===== src/rtl/rf_write_arbiter.sv =====
// rf_write_arbiter: round-robin share of the register-file write port
// between ALU writeback (req0) and load return (req1).
//
// Ports:
//   clk, reset_n           clock, async active-low reset
//   hold                   stall: grant nothing, freeze pointer/counters
//   reqN_valid/addr/data   writeback beat from requester N
//   reqN_ready             beat N accepted this cycle (combinational)
//   rf_reg_write/waddr/wdata  registered register-file write port
//   grant_cnt0/1           saturating accepted-beat counters

module rf_write_arbiter #(
  parameter int ADDR_W = 5,
  parameter int DATA_W = 32,
  parameter int CNT_W  = 16
) (
  input  logic              clk,
  input  logic              reset_n,
  input  logic              hold,
  input  logic              req0_valid,
  input  logic [ADDR_W-1:0] req0_addr,
  input  logic [DATA_W-1:0] req0_data,
  output logic              req0_ready,
  input  logic              req1_valid,
  input  logic [ADDR_W-1:0] req1_addr,
  input  logic [DATA_W-1:0] req1_data,
  output logic              req1_ready,
  output logic              rf_reg_write,
  output logic [ADDR_W-1:0] rf_waddr,
  output logic [DATA_W-1:0] rf_wdata,
  output logic [CNT_W-1:0]  grant_cnt0,
  output logic [CNT_W-1:0]  grant_cnt1
);

  // ptr = 0: req0 wins a tie; ptr = 1: req1 wins a tie
  logic              ptr;
  logic              gnt0;
  logic              gnt1;
  logic              wr_nxt;
  logic [ADDR_W-1:0] addr_nxt;
  logic [DATA_W-1:0] data_nxt;

  // No grants while in reset: the output stage could not capture them.
  always_comb begin
    gnt0 = 1'b0;
    gnt1 = 1'b0;
    if (reset_n && !hold) begin
      gnt0 = req0_valid && (!req1_valid || !ptr);
      gnt1 = req1_valid && (!req0_valid ||  ptr);
    end
  end

  assign req0_ready = gnt0;
  assign req1_ready = gnt1;

  // x0 beats are accepted but never reach the write enable.
  always_comb begin
    wr_nxt   = 1'b0;
    addr_nxt = rf_waddr;
    data_nxt = rf_wdata;
    unique case (1'b1)
      gnt0: begin
        wr_nxt   = |req0_addr;
        addr_nxt = req0_addr;
        data_nxt = req0_data;
      end
      gnt1: begin
        wr_nxt   = |req1_addr;
        addr_nxt = req1_addr;
        data_nxt = req1_data;
      end
      default: ;
    endcase
  end

  always_ff @(posedge clk or negedge reset_n) begin
    if (!reset_n) begin
      rf_reg_write <= 1'b0;
      rf_waddr     <= '0;
      rf_wdata     <= '0;
    end else begin
      rf_reg_write <= wr_nxt;
      rf_waddr     <= addr_nxt;
      rf_wdata     <= data_nxt;
    end
  end

  always_ff @(posedge clk or negedge reset_n) begin
    if (!reset_n) begin
      ptr <= 1'b0;
    end else if (gnt0) begin
      ptr <= 1'b1;
    end else if (gnt1) begin
      ptr <= 1'b0;
    end
  end

  always_ff @(posedge clk or negedge reset_n) begin
    if (!reset_n) begin
      grant_cnt0 <= '0;
      grant_cnt1 <= '0;
    end else begin
      if (gnt0 && (grant_cnt0 != '1))
        grant_cnt0 <= grant_cnt0 + 1'b1;
      if (gnt1 && (grant_cnt1 != '1))
        grant_cnt1 <= grant_cnt1 + 1'b1;
    end
  end

endmodule


===== config.mk =====
export PLATFORM = sky130hd
export DESIGN_NAME = rf_write_arbiter
export DESIGN_NICKNAME = d
export VERILOG_FILES = /design/src/rtl/rf_write_arbiter.sv
export SDC_FILE = /design/constraint.sdc
export NUM_CORES = 1
export LEC_CHECK = 0
export BUFFER_PORTS_ARGS = -buffer_cell sky130_fd_sc_hd__buf_4
export CORE_UTILIZATION = 30
export CTS_CLUSTER_DIAMETER = 120
export CTS_CLUSTER_SIZE = 30
export DETAILED_ROUTE_END_ITERATION = 8
export PLACE_DENSITY = 0.66
export SLEW_MARGIN = 20
export SYNTH_ARGS = -nofsm -noshare
export SYNTH_HDL_FRONTEND = slang
export SYNTH_SLANG_ARGS = --single-unit

===== constraint.sdc =====
create_clock -name clk -period 2.5 [get_ports clk]
set_input_delay 0.125 -clock clk [delete_from_list [all_inputs] [get_ports clk]]
set_output_delay 0.125 -clock clk [all_outputs]
set_load 0.1 [all_outputs]

* Word level (Yosys, flattened, before mapping)
Cells that the tools add are included.
** Cells by class
- $add $sub $neg :: 2
- Muxes and demuxes :: 7
- Equality and inequality tests :: 2
- Reduce and logical (&&, ||, !) cells :: 14
** Operators with widths (number)
- 32-bit case mux with 2 select lines :: 1
- 16-bit by 1-bit adder with 16-bit output (second input constant) :: 2
- 16-bit inequality test (second input constant) :: 2
- 5-bit case mux with 2 select lines :: 1
- 5-bit OR reduction :: 2
- 1-bit logical AND :: 5
- 1-bit zero test :: 4
- 1-bit two-way mux :: 4
- 1-bit logical OR :: 2
- 1-bit case mux with 2 select lines :: 1
- 2-bit nonzero test :: 1
** Word-level totals
- Logic and storage cells :: 31
- Register bits after elaboration :: 71
- Output and inout port bits :: 72
- Bits of input ports :: 79

* Logic depth before layout (Yosys ltp)
Gate-level depths: netlist of run 1.
- Depth in word-level cells :: 6
- Mapped depth :: 6
- Depth with buffers taken out :: 6

* Worst setup path before layout of run 1
No wires, ideal clock.
- Path kind :: reg-to-reg
- Start point :: register grant_cnt0[0]
- End point :: register grant_cnt0[15]
- Library setup time :: 0.162 ns
- Stages on the path, launching flop included :: 7
- Period minus slack after synthesis :: 2.495 ns
- Path slack :: 0.005 ns
- Buffers on the path :: 0
- Data required time :: 2.338 ns
- Data arrival time :: 2.333 ns
- Cell sequence :: dfrtp_1 ha_1 nand3_1 or4_4 nand3_1 nor3_1 xor2_1
** Between the ends
- Word-level cells in the longest chain between the ends :: 2
- Elaborated cells on any way between the ends :: 3
- Those cells by class :: 1 x add/sub; 1 x eq/ne; 1 x reduce/logical
** RTL lines
- start, declared :: line 31 : output logic [CNT_W-1:0] grant_cnt0,
- start signal, assigned :: line 104 : grant_cnt0 <= grant_cnt0 + 1'b1;
- branches (longest 2 deep; another with 16-bit by 1-bit adder with 16-bit output)
Several ways; the timed one is not identified.
A chain may end at the register's enable or synchronous reset.

* Final worst setup path of run 1
- Start point :: input port req1_valid
- End point :: output port req0_ready
** Between the ends
- Word-level cells in the longest chain between the ends :: 4
** RTL lines
- start, declared :: line 24 : input logic req1_valid,
- 1-bit zero test :: line 48 : gnt0 = req0_valid && (!req1_valid || !ptr);
- 1-bit logical OR :: line 48
- 1-bit logical AND :: line 48
- 1-bit two-way mux :: line 47 : if (reset_n && !hold) begin
- end, declared :: line 23 : output logic req0_ready,
No other way between the ends.

==> results of run 1 <==
metrics by stage:
step / instance area [um2] / total power (uW) / setup WS [ns] / utilization (%) / cells
2_1_floorplan: 3290 / 3500 / 0.00469 / - / 343
4_1_cts: 4810 / 5110 / 0.315 / 46.0 / 639
3_3_place_gp: 4560 / 4110 / 0.630 / 43.6 / 619
5_1_grt: 4810 / 5280 / 0.259 / 46.0 / 639
6_report: 4810 / 5060 / 0.359 / 46.0 / 639
3_5_place_dp: 4560 / 4130 / 0.564 / 43.6 / 619
per-layer routing:
metal	wire length [um]	vias to the layer above
met2	4240	95
met5	0	-
met4	108	0
met1	3900	1435
li1	-	1487
met3	556	8
cell usage after synthesis (4+ instances only):
cell type  count  share of area [%]
xnor2_1       14                3.7
o21ai_0        6               0.91
clkbuf_1      10                1.1
nor2_1        44                5.0
nand3_1        9                1.4
a31oi_1       36                6.9
dfrtp_1       71                 54
nor3_1         5               0.76
xor2_1        12                3.2
nand2_1       82                9.4
nand4_1       10                1.9
buf_1          4               0.46
mux2i_1        4                1.2
cells by family (layout without fill, tap and decap cells):
logic type      count (synthesis)  in the layout
compound gates                 48             48
xor+xnor                       26             26
fa+ha+maj                       2              2
buf+inv                        19            179
flops                          71             71
mux                             7              7
simple gates                  170            170
flip-flops by register name (all words and copies together), names as in the netlist:
register	count
grant_cnt0	16
grant_cnt1	16
ptr	1
rf_reg_write	1
rf_waddr	5
rf_wdata	32
worst paths after layout:
| path | start | to | slack [ns] | cells past startpoint |
|---|---|---|---|---|
| max in group asynchronous | reset_n | rf_wdata[16]$_DFFE_PN0P_ | 1.88 | 2 |
| max reg2reg | grant_cnt1[0]$_DFFE_PN0P_ | grant_cnt1[13]$_DFFE_PN0P_ | 0.55 | 6 |
| min in group clk | req1_addr[4] | rf_waddr[4]$_DFFE_PN0P_ | 0.03 | 3 |
| min | reset_n | grant_cnt0[11]$_DFFE_PN0P_ | 0.0006 | 2 |
| max | req1_valid | req0_ready | 0.36 | 6 |
| min reg2reg | ptr$_DFFE_PN0P_ | ptr$_DFFE_PN0P_ | 0.51 | 1 |
power breakdown:
part           leakage, uW  switching (uW)  internal (uW)
logic              0.00140            2000            539
registers         0.000881             181           1370
clock network     0.000109             418            540
total              0.00239            2600           2450
critical path, cell delays in order:
cell and delay [ns]:
dlygate4sd3_1 0.52, buf_4 0.13, nand2_1 0.09, nand3_4 0.13, clkinv_1 0.53, buf_4 0.47
final cells by class:
| type | instances | share of cell area [%] |
|---|---|---|
| inverters | 4 | 0.312 |
| flip-flops and latches | 71 | 36.9 |
| clock inverters | 3 | 0.832 |
| clock buffers | 13 | 3.51 |
| well taps | 136 | 3.54 |
| repair buffers | 159 | 25.0 |
| multi-input cells | 253 | 29.9 |
==> flow_summary_export.csv, run 1 <==
group,metric,value,unit
timing,slew_headroom,39.6,%
die,die_w,107,um
critical_path,path_max_fanout,20,
run,drv_cap,0,
die,die_area,0.0114,mm2
yosys,ys_seq_area_share,54.1,%
die,fp-row-count,37,
grt,gr-total-overflow,0,
grt,globalRouteMet2Util,25.9,%
yosys,synth_cells,343,
yosys,synth-adder-area-share,0.762,%
yosys,synth_area,0.00329,mm2
grt,grt_pass1_wl,13900,um
clock_network,cts_made_buffers,9,
clock_network,cts_hold_buf,4,
grt,grtUsageMet1,19.5,%
timing,finalCritPeriodShare,85.6,%
die,core-area,0.0105,mm2
clock_network,h-tree-depth,3,
yosys,yosys.area_share.simple,24.5,%
final_layout,fillers,1015,
timing,fin_tns_setup,0,ns
clock_network,clkLatencyLatePin,0.34,ns
timing,fmax,0.467,GHz
grt,grt_pass1_vias,2894,
critical_path,arrival,2.02,ns
final_layout,areaGrowthSynthToFinish,46.4,%
clock_network,cts.sinks,71,
timing,finalHoldViolCount,0,
route,drc,0,
yosys,ys_async_sr_fraction,100,%
yosys,synth_nets,424,
critical_path,required,2.38,ns
clock_network,cts_tree,"done",
yosys,yosys.area_share.xor_xnor,6.93,%
final_layout,multi_input_comb_area,0.00144,mm2
grt,grt_max_degree,72,
timing,rsz0062_at_grt,"false",
final_layout,seq_area,0.00178,mm2
power,power_density,1050,mW/mm2
yosys,synth-edff-count,0,
grt,grt-busiest-layer,"met2",
grt,grt_usage,15.5,%
timing,worst_slew_pin_slew,0.907,ns
route,wl,8800,um
yosys,yosys_warnings,0,
clock_network,path_clk_slew,0.07,ns
final_layout,drive_gt1_share,36.2,%
route,drtPass1Iterations,4,
final_layout,num_antenna_cells,0,
clock_network,clockRootBuffer,"clkbuf_8",
timing,finalSetupViolations,0,
critical_path,endpoint_kind,"output port",
final_layout,finalNetCount,579,
die,pin_count,151,
final_layout,layout_commonest_cell,"buf_4",
route,drtAntennaViolNets,0,
route,drt_iter0_drc,180,
yosys,ys.flop_type,"dfrtp_1",
route,wl_per_cell,13.8,um
placed_design,place.detailed.hpwl,6300,um
timing,finClkSkew,0.00709,ns
yosys,netlist-cell-type-count,35,
timing,whs,0.000636,ns
min_path,holdCritPathClass,"in -> async",
critical_path,start_kind,"input port",
route,routed_via_density,4.73,
grt,use_met3,4.07,%
die,start_util,31.4,%
placed_design,place_congestion,0.787,
power,cellLeakagePower,0.00239,uW
yosys,yosys_register_bits,71,
yosys,syn-mean-instance-area,9.58,um2
yosys,synthMuxAreaShare,2.36,%
final_layout,final_cell_mix,"buf_4 (155), nand2_1 (82), dfrtp_1 (71), nor2_1 (44), a31oi_1 (36)",
yosys,synth_top_family_by_area,"simple AND/OR/NAND/NOR gates",
yosys,synth_compound_area_share,9.18,%
outcome,status,"completed",
route,vias,3025,
critical_path,crit_type,"in -> out",
power,vdd_drop_max,0.882,mV
grt,grt_antenna_before_repair,0,
clock_network,clk_path_buf_depth,2,
placed_design,portBuffers,150,
clock_network,ctsResizeCount,0,
timing,slew_viol_final,0,
clock_network,post_cts_buffers,0,
timing,fin_crit,2.14,ns
die,die_h,107,um
No activity file was read; power rests on OpenSTA's default activity.
==> run 2: changes to the inputs <==
Settings changed: BUFFER_PORTS_ARGS -buffer_cell sky130_fd_sc_hd__buf_4 to default, CORE_UTILIZATION 30 to 60, DONT_BUFFER_PORTS from default to 1, GPL_ROUTABILITY_DRIVEN from default to 1, PLACE_DENSITY 0.66 to 0.87.
==> run 2 against run 1 <==
Sequential share of layout area shrank 0.31 points. Cell area rose by 0.86%. Combinational power rose by 15%. Non-clock buffer count decreased by 8. Die area is 49% lower. Maximum frequency fell by 11%. Critical path type is now reg -> reg. Largest cell class unchanged. Largest power group unchanged.
==> flow_summary_export.csv, run 2 (synthesis gave the netlist of run 1 again) <==
group,metric,value,unit
route,drc,0,
timing,postLayoutSetupSlackWorst,0.0987,ns
critical_path,endpoint_kind,"register",
final_layout,areaGrowthSynthToFinish,47.7,%
grt,grt_max_degree,72,
critical_path,path_max_fanout,22,
grt,globalRouteMet2Util,77.6,%
min_path,holdCritPathClass,"in -> reg",
clock_network,path_clk_slew,0.07,ns
timing,finalHoldViolCount,0,
timing,whs,0.0616,ns
grt,grt_usage,43.9,%
timing,fin_tns_setup,0,ns
clock_network,h-tree-depth,3,
grt,use_met3,12.8,%
die,fp-row-count,26,
final_layout,num_antenna_cells,0,
critical_path,start_kind,"register",
die,start_util,63.1,%
final_layout,drive_gt1_share,19.8,%
route,wl_per_cell,21.9,um
clock_network,clk_path_buf_depth,2,
grt,grt_antenna_before_repair,0,
critical_path,r2r_slack,0.1,ns
timing,finalSetupViolations,0,
die,pin_count,151,
timing,slew_headroom,39.2,%
critical_path,crit_type,"reg -> reg",
route,vias,3556,
final_layout,largest_reg_flops,32,
timing,finClkSkew,0.00505,ns
timing,worst_slew_pin_slew,0.913,ns
final_layout,final_cell_mix,"nand2_1 (82), dlygate4sd3_1 (77), buf_4 (72), dfrtp_1 (71), nor2_1 (44)",
timing,slew_viol_final,0,
timing,fin_crit,2.40,ns
critical_path,required,2.77,ns
final_layout,reg_top3,"rf_wdata (32), grant_cnt0 (16), grant_cnt1 (16)",
die,core-area,0.00520,mm2
placed_design,place_congestion,0.828,
placed_design,portBuffers,0,
die,die_h,76,um
clock_network,clkLatencyLatePin,0.34,ns
final_layout,finalNetCount,571,
placed_design,place_area,0.00388,mm2
clock_network,cts_made_buffers,9,
outcome,status,"completed",
power,vdd_drop_max,1.03,mV
route,drtPass1Iterations,6,
grt,gr-total-overflow,0,
critical_path,arrival,2.67,ns
run,drv_cap,0,
grt,grt_pass1_vias,3771,
placed_design,place_ws,0.591,ns
route,drtAntennaViolNets,0,
die,die_w,76,um
clock_network,cts.sinks,71,
timing,finalCritPeriodShare,96.1,%
final_layout,layout_commonest_cell,"nand2_1",
clock_network,cts_tree,"done",
power,report.power.total,5250,uW
final_layout,fillers,177,
timing,fmax,0.416,GHz
route,routed_via_density,6.29,
placed_design,place.detailed.hpwl,5760,um
clock_network,clockRootBuffer,"clkbuf_8",
grt,grt_pass1_wl,19100,um
die,die_area,0.00578,mm2
route,drt_iter0_drc,303,
grt,grtUsageMet1,44.8,%
power,power_density,1080,mW/mm2
final_layout,final_cell_area,0.00485,mm2
final_layout,top_register,"rf_wdata",
grt,grt-busiest-layer,"met2",
route,wl,12400,um
power,cellLeakagePower,0.00230,uW
timing,rsz0062_at_grt,"false",
run 2: cell types whose count changed in the layout (fill, tap and decap cells not counted), sizes merged:
| cell | previous run | this run |
|---|---|---|
| dlygate4sd3 | 4 | 77 |
| clkbuf | 13 | 16 |
| clkinv | 3 | 0 |
| bufinv | 1 | 0 |
| buf | 155 | 74 |
| inv | 3 | 4 |
run 2: final cells by class:
type | instances | area (um2) | area share [%]
Sequential cell | 71 | 1780 | 36.6
Multi-Input combinational cell | 253 | 1440 | 29.6
Timing Repair Buffer | 151 | 1360 | 28.0
Clock buffer | 16 | 170 | 3.51
Tap cell | 70 | 87.6 | 1.81
Inverter | 4 | 22.5 | 0.464
run 2: what timing repair did:
action,4_1_cts,5_1_grt
resized for setup,0,4
endpoints found under the setup margin,0,14
hold buffers,78,0
setup buffers,0,0
endpoints found under the hold margin,110,0
run 2: path summary, 6_finish.rpt:
check | start | endpoint | cells past startpoint
setup / recovery | ptr$_DFFE_PN0P_ | rf_wdata[25]$_DFFE_PN0P_ | 7
hold / removal | req0_addr[0] | rf_waddr[0]$_DFFE_PN0P_ | 2
setup reg to reg | ptr$_DFFE_PN0P_ | rf_wdata[25]$_DFFE_PN0P_ | 7
hold reg to reg | grant_cnt0[13]$_DFFE_PN0P_ | grant_cnt0[13]$_DFFE_PN0P_ | 1
max in group asynchronous | reset_n | grant_cnt0[5]$_DFFE_PN0P_ | 2
min in group asynchronous | reset_n | grant_cnt1[3]$_DFFE_PN0P_ | 2
run 2: report_power, final:
part	switching, uW	internal [uW]
Clock	411	418
Combinational	2220	695
Sequential	137	1370
Total	2760	2490
run 2: metal layers:
layer  up-vias  wire length, um
met1      1691             4060
met2       293             6300
met3       102             1090
met4         0              902
li1       1470                -
met5         -                0
run 2: metrics by stage:
step | std cells | util (%)
floorplan | 343 | -
global placement | 471 | 74.5
detailed placement | 471 | 74.5
CTS | 565 | 93.1
global route | 565 | 93.2
finish | 565 | 93.2
run 2: worst max-delay path: stages (launching register included):
cell           delay (ns)
dfrtp_1              0.40
nand2_1              0.15
nand3_4              0.31
inv_8                0.26
buf_12               0.23
nand2_1              0.12
a31oi_1              0.24
dlygate4sd3_1        0.61
==> run 3: changes to the inputs <==
Settings changed: ABC_AREA from default to 1, CORE_MARGIN from default to 10.
Clock period 2.5 ns to 3 ns, I/O delays scaled along.
==> run 3 against run 2 <==
First-iteration DRC count is 34% lower. Critical endpoint is now rf_waddr[3]$_DFFE_PN0P_. Cell count is 19% higher. Synthesized cell count is 50% higher. Count of clock-buffer cells in the layout is 7 lower. Cell area is 0.82% lower. Worst hold slack worse by 0.048 ns. Non-clock buffer count is 70 lower. Die area is 77% higher.
==> flow_summary_export.csv, run 3 <==
group,metric,value,unit
outcome,status,"completed",
yosys,synthTopCellsByCount,"nand2_1 (160), dfrtp_1 (71), nor2_1 (69), o21ai_1 (56), inv_1 (33)",
yosys,synth_cells,516,
route,vias,3894,
timing,fmax,0.386,GHz
grt,grt_usage,23.8,%
final_layout,finalNetCount,670,
route,drc,0,
grt,grt_max_degree,72,
yosys,synth-edff-count,0,
grt,grt_pass1_wl,19700,um
placed_design,portBuffers,0,
final_layout,drive_gt1_share,15.5,%
timing,fin_tns_setup,0,ns
route,wl,12500,um
final_layout,reg_top3,"rf_wdata (32), grant_cnt0 (16), grant_cnt1 (16)",
clock_network,cts_made_buffers,9,
final_layout,final_cell_mix,"nand2_1 (160), dfrtp_1 (71), nor2_1 (69), o21ai_1 (56), dlygate4sd3_1 (45)",
clock_network,cts_tree,"done",
route,routed_via_density,5.80,
yosys,synth_area,0.00395,mm2
grt,grt_antenna_before_repair,0,
yosys,synth_top_cell_by_area,"dfrtp_1",
critical_path,start_kind,"register",
grt,gr-total-overflow,0,
critical_path,endpoint_kind,"register",
yosys,yosys_warnings,0,
timing,fin_crit,2.59,ns
final_layout,layout_commonest_cell,"nand2_1",
final_layout,areaGrowthSynthToFinish,21.9,%
timing,whs,0.0141,ns
yosys,yosysMostFrequentCell,"nand2_1",
placed_design,place.detailed.hpwl,8350,um
yosys,synth_area_leaders,"dfrtp_1 (45%), nand2_1 (15%), o21ai_1 (7.1%), nor2_1 (6.6%), buf_6 (3.7%)",
final_layout,fillers,483,
power,report.power.total,4490,uW
die,die_w,101,um
yosys,synth_top_area_share,45.0,%
power,power_density,932,mW/mm2
placed_design,place_congestion,0.823,
route,drt_iter0_drc,201,
die,die_area,0.0102,mm2
clock_network,cts.sinks,71,
clock_network,h-tree-depth,3,
final_layout,num_antenna_cells,0,
timing,finalHoldViolCount,0,
die,pin_count,151,
power,cellLeakagePower,0.00224,uW
clock_network,clockRootBuffer,"clkbuf_8",
timing,finalCritPeriodShare,86.3,%
yosys,synth_nets,597,
grt,grt_pass1_vias,3837,
critical_path,required,3.27,ns
final_layout,postLayoutCoreUtil,75.4,%
clock_network,clkLatencyLatePin,0.35,ns
clock_network,path_clk_slew,0.07,ns
die,core-area,0.00639,mm2
timing,finClkSkew,0.0127,ns
clock_network,clk_path_buf_depth,2,
die,fp-row-count,29,
yosys,netlist-cell-type-count,27,
die,start_util,61.8,%
critical_path,path_max_fanout,42,
power,vdd_drop_max,0.836,mV
min_path,holdCritPathClass,"in -> reg",
timing,finalSetupViolations,0,
timing,rsz0062_at_grt,"false",
die,die_h,101,um
critical_path,arrival,2.87,ns
timing,slew_viol_final,0,
timing,slew_headroom,35.4,%
yosys,ys_seq_area_share,45.0,%
final_layout,top_register,"rf_wdata",
route,wl_per_cell,18.6,um
yosys,syn-mean-instance-area,7.65,um2
yosys,yosys_register_bits,71,
yosys,ys_async_sr_fraction,100,%
run,drv_cap,0,
route,drtAntennaViolNets,0,
clock_network,post_cts_buffers,0,
critical_path,crit_type,"reg -> reg",
yosys,ys.flop_type,"dfrtp_1",
timing,worst_slew_pin_slew,0.968,ns
final_layout,largest_reg_flops,32,
route,drtPass1Iterations,5,
## run 3: area by class of cell
cell class	count	area (um2)	share of cell area (%)
Clock inverter	7	73.8	1.53
Sequential cell	71	1780	36.9
Inverter	38	148	3.07
Tap cell	77	96.3	2.00
Clock buffer	9	124	2.57
Timing Repair Buffer	81	741	15.4
Multi-Input combinational cell	388	1850	38.5
## run 3: per-layer routing
metal  vias to the layer above  global-route usage, %  share of wire [%]
met5                         -                      0                  0
met4                         0                   8.36                1.3
met3                        13                   8.50                 13
met2                       207                   41.0                 51
met1                      1871                   26.4                 34
li1                       1803                      -                  -
## run 3: logic make-up (layout without fill, tap and decap cells)
family / count (synthesis) / count (layout) / synth area share (%)
AO/OA/AOI/OAI: 93 / 93 / 13.0
buffers and inverters: 57 / 135 / 8.21
flip-flops: 71 / 71 / 45.0
AND/OR/NAND/NOR: 283 / 283 / 30.9
adder cells (fa/ha/maj): 2 / 2 / 0.634
XOR/XNOR: 10 / 10 / 2.22
## run 3: worst paths after layout
check	startpoint	endpoint	slack, ns	cells after the start
worst min register to register	ptr$_DFFE_PN0P_	ptr$_DFFE_PN0P_	0.58	2
min in group asynchronous	reset_n	rf_wdata[10]$_DFFE_PN0P_	0.38	2
worst max register to register	ptr$_DFFE_PN0P_	rf_waddr[3]$_DFFE_PN0P_	0.41	7
max in group asynchronous	reset_n	rf_wdata[24]$_DFFE_PN0P_	2.30	2
worst min-delay path	req0_addr[4]	rf_reg_write$_DFF_PN0_	0.01	2
worst max-delay path	ptr$_DFFE_PN0P_	rf_waddr[3]$_DFFE_PN0P_	0.41	7
## run 3: stage by stage
step | std cells | setup slack (ns) | area (um2)
floorplan | 516 | 0.826 | 3950
global placement | 609 | 0.898 | 4130
detailed placement | 609 | 0.807 | 4130
CTS | 670 | 0.261 | 4800
global route | 671 | 0.180 | 4810
finish | 671 | 0.410 | 4810
## run 3: worst max-delay path, cell delays in order (launching register included)
cell and delay (ns):
dfrtp_1 0.36, inv_1 0.06, nand2_1 0.09, nand3_4 0.40
inv_2 0.70, nand2_1 0.17, a31oi_1 0.17, dlygate4sd3_1 0.57
## run 3: repair_timing
action / in CTS / in global routing
hold endpoints to repair: 102 / 1
gates resized for setup: 0 / 1
hold buffers: 45 / 1
setup endpoints to repair: 0 / 3
## run 3: report_power, final
group	leakage [uW]	switching (uW)	total, uW	internal, uW
Sequential	0.000897	1120	2260	1140
Combinational	0.00126	1090	1460	366
Clock	0.0000875	382	765	383
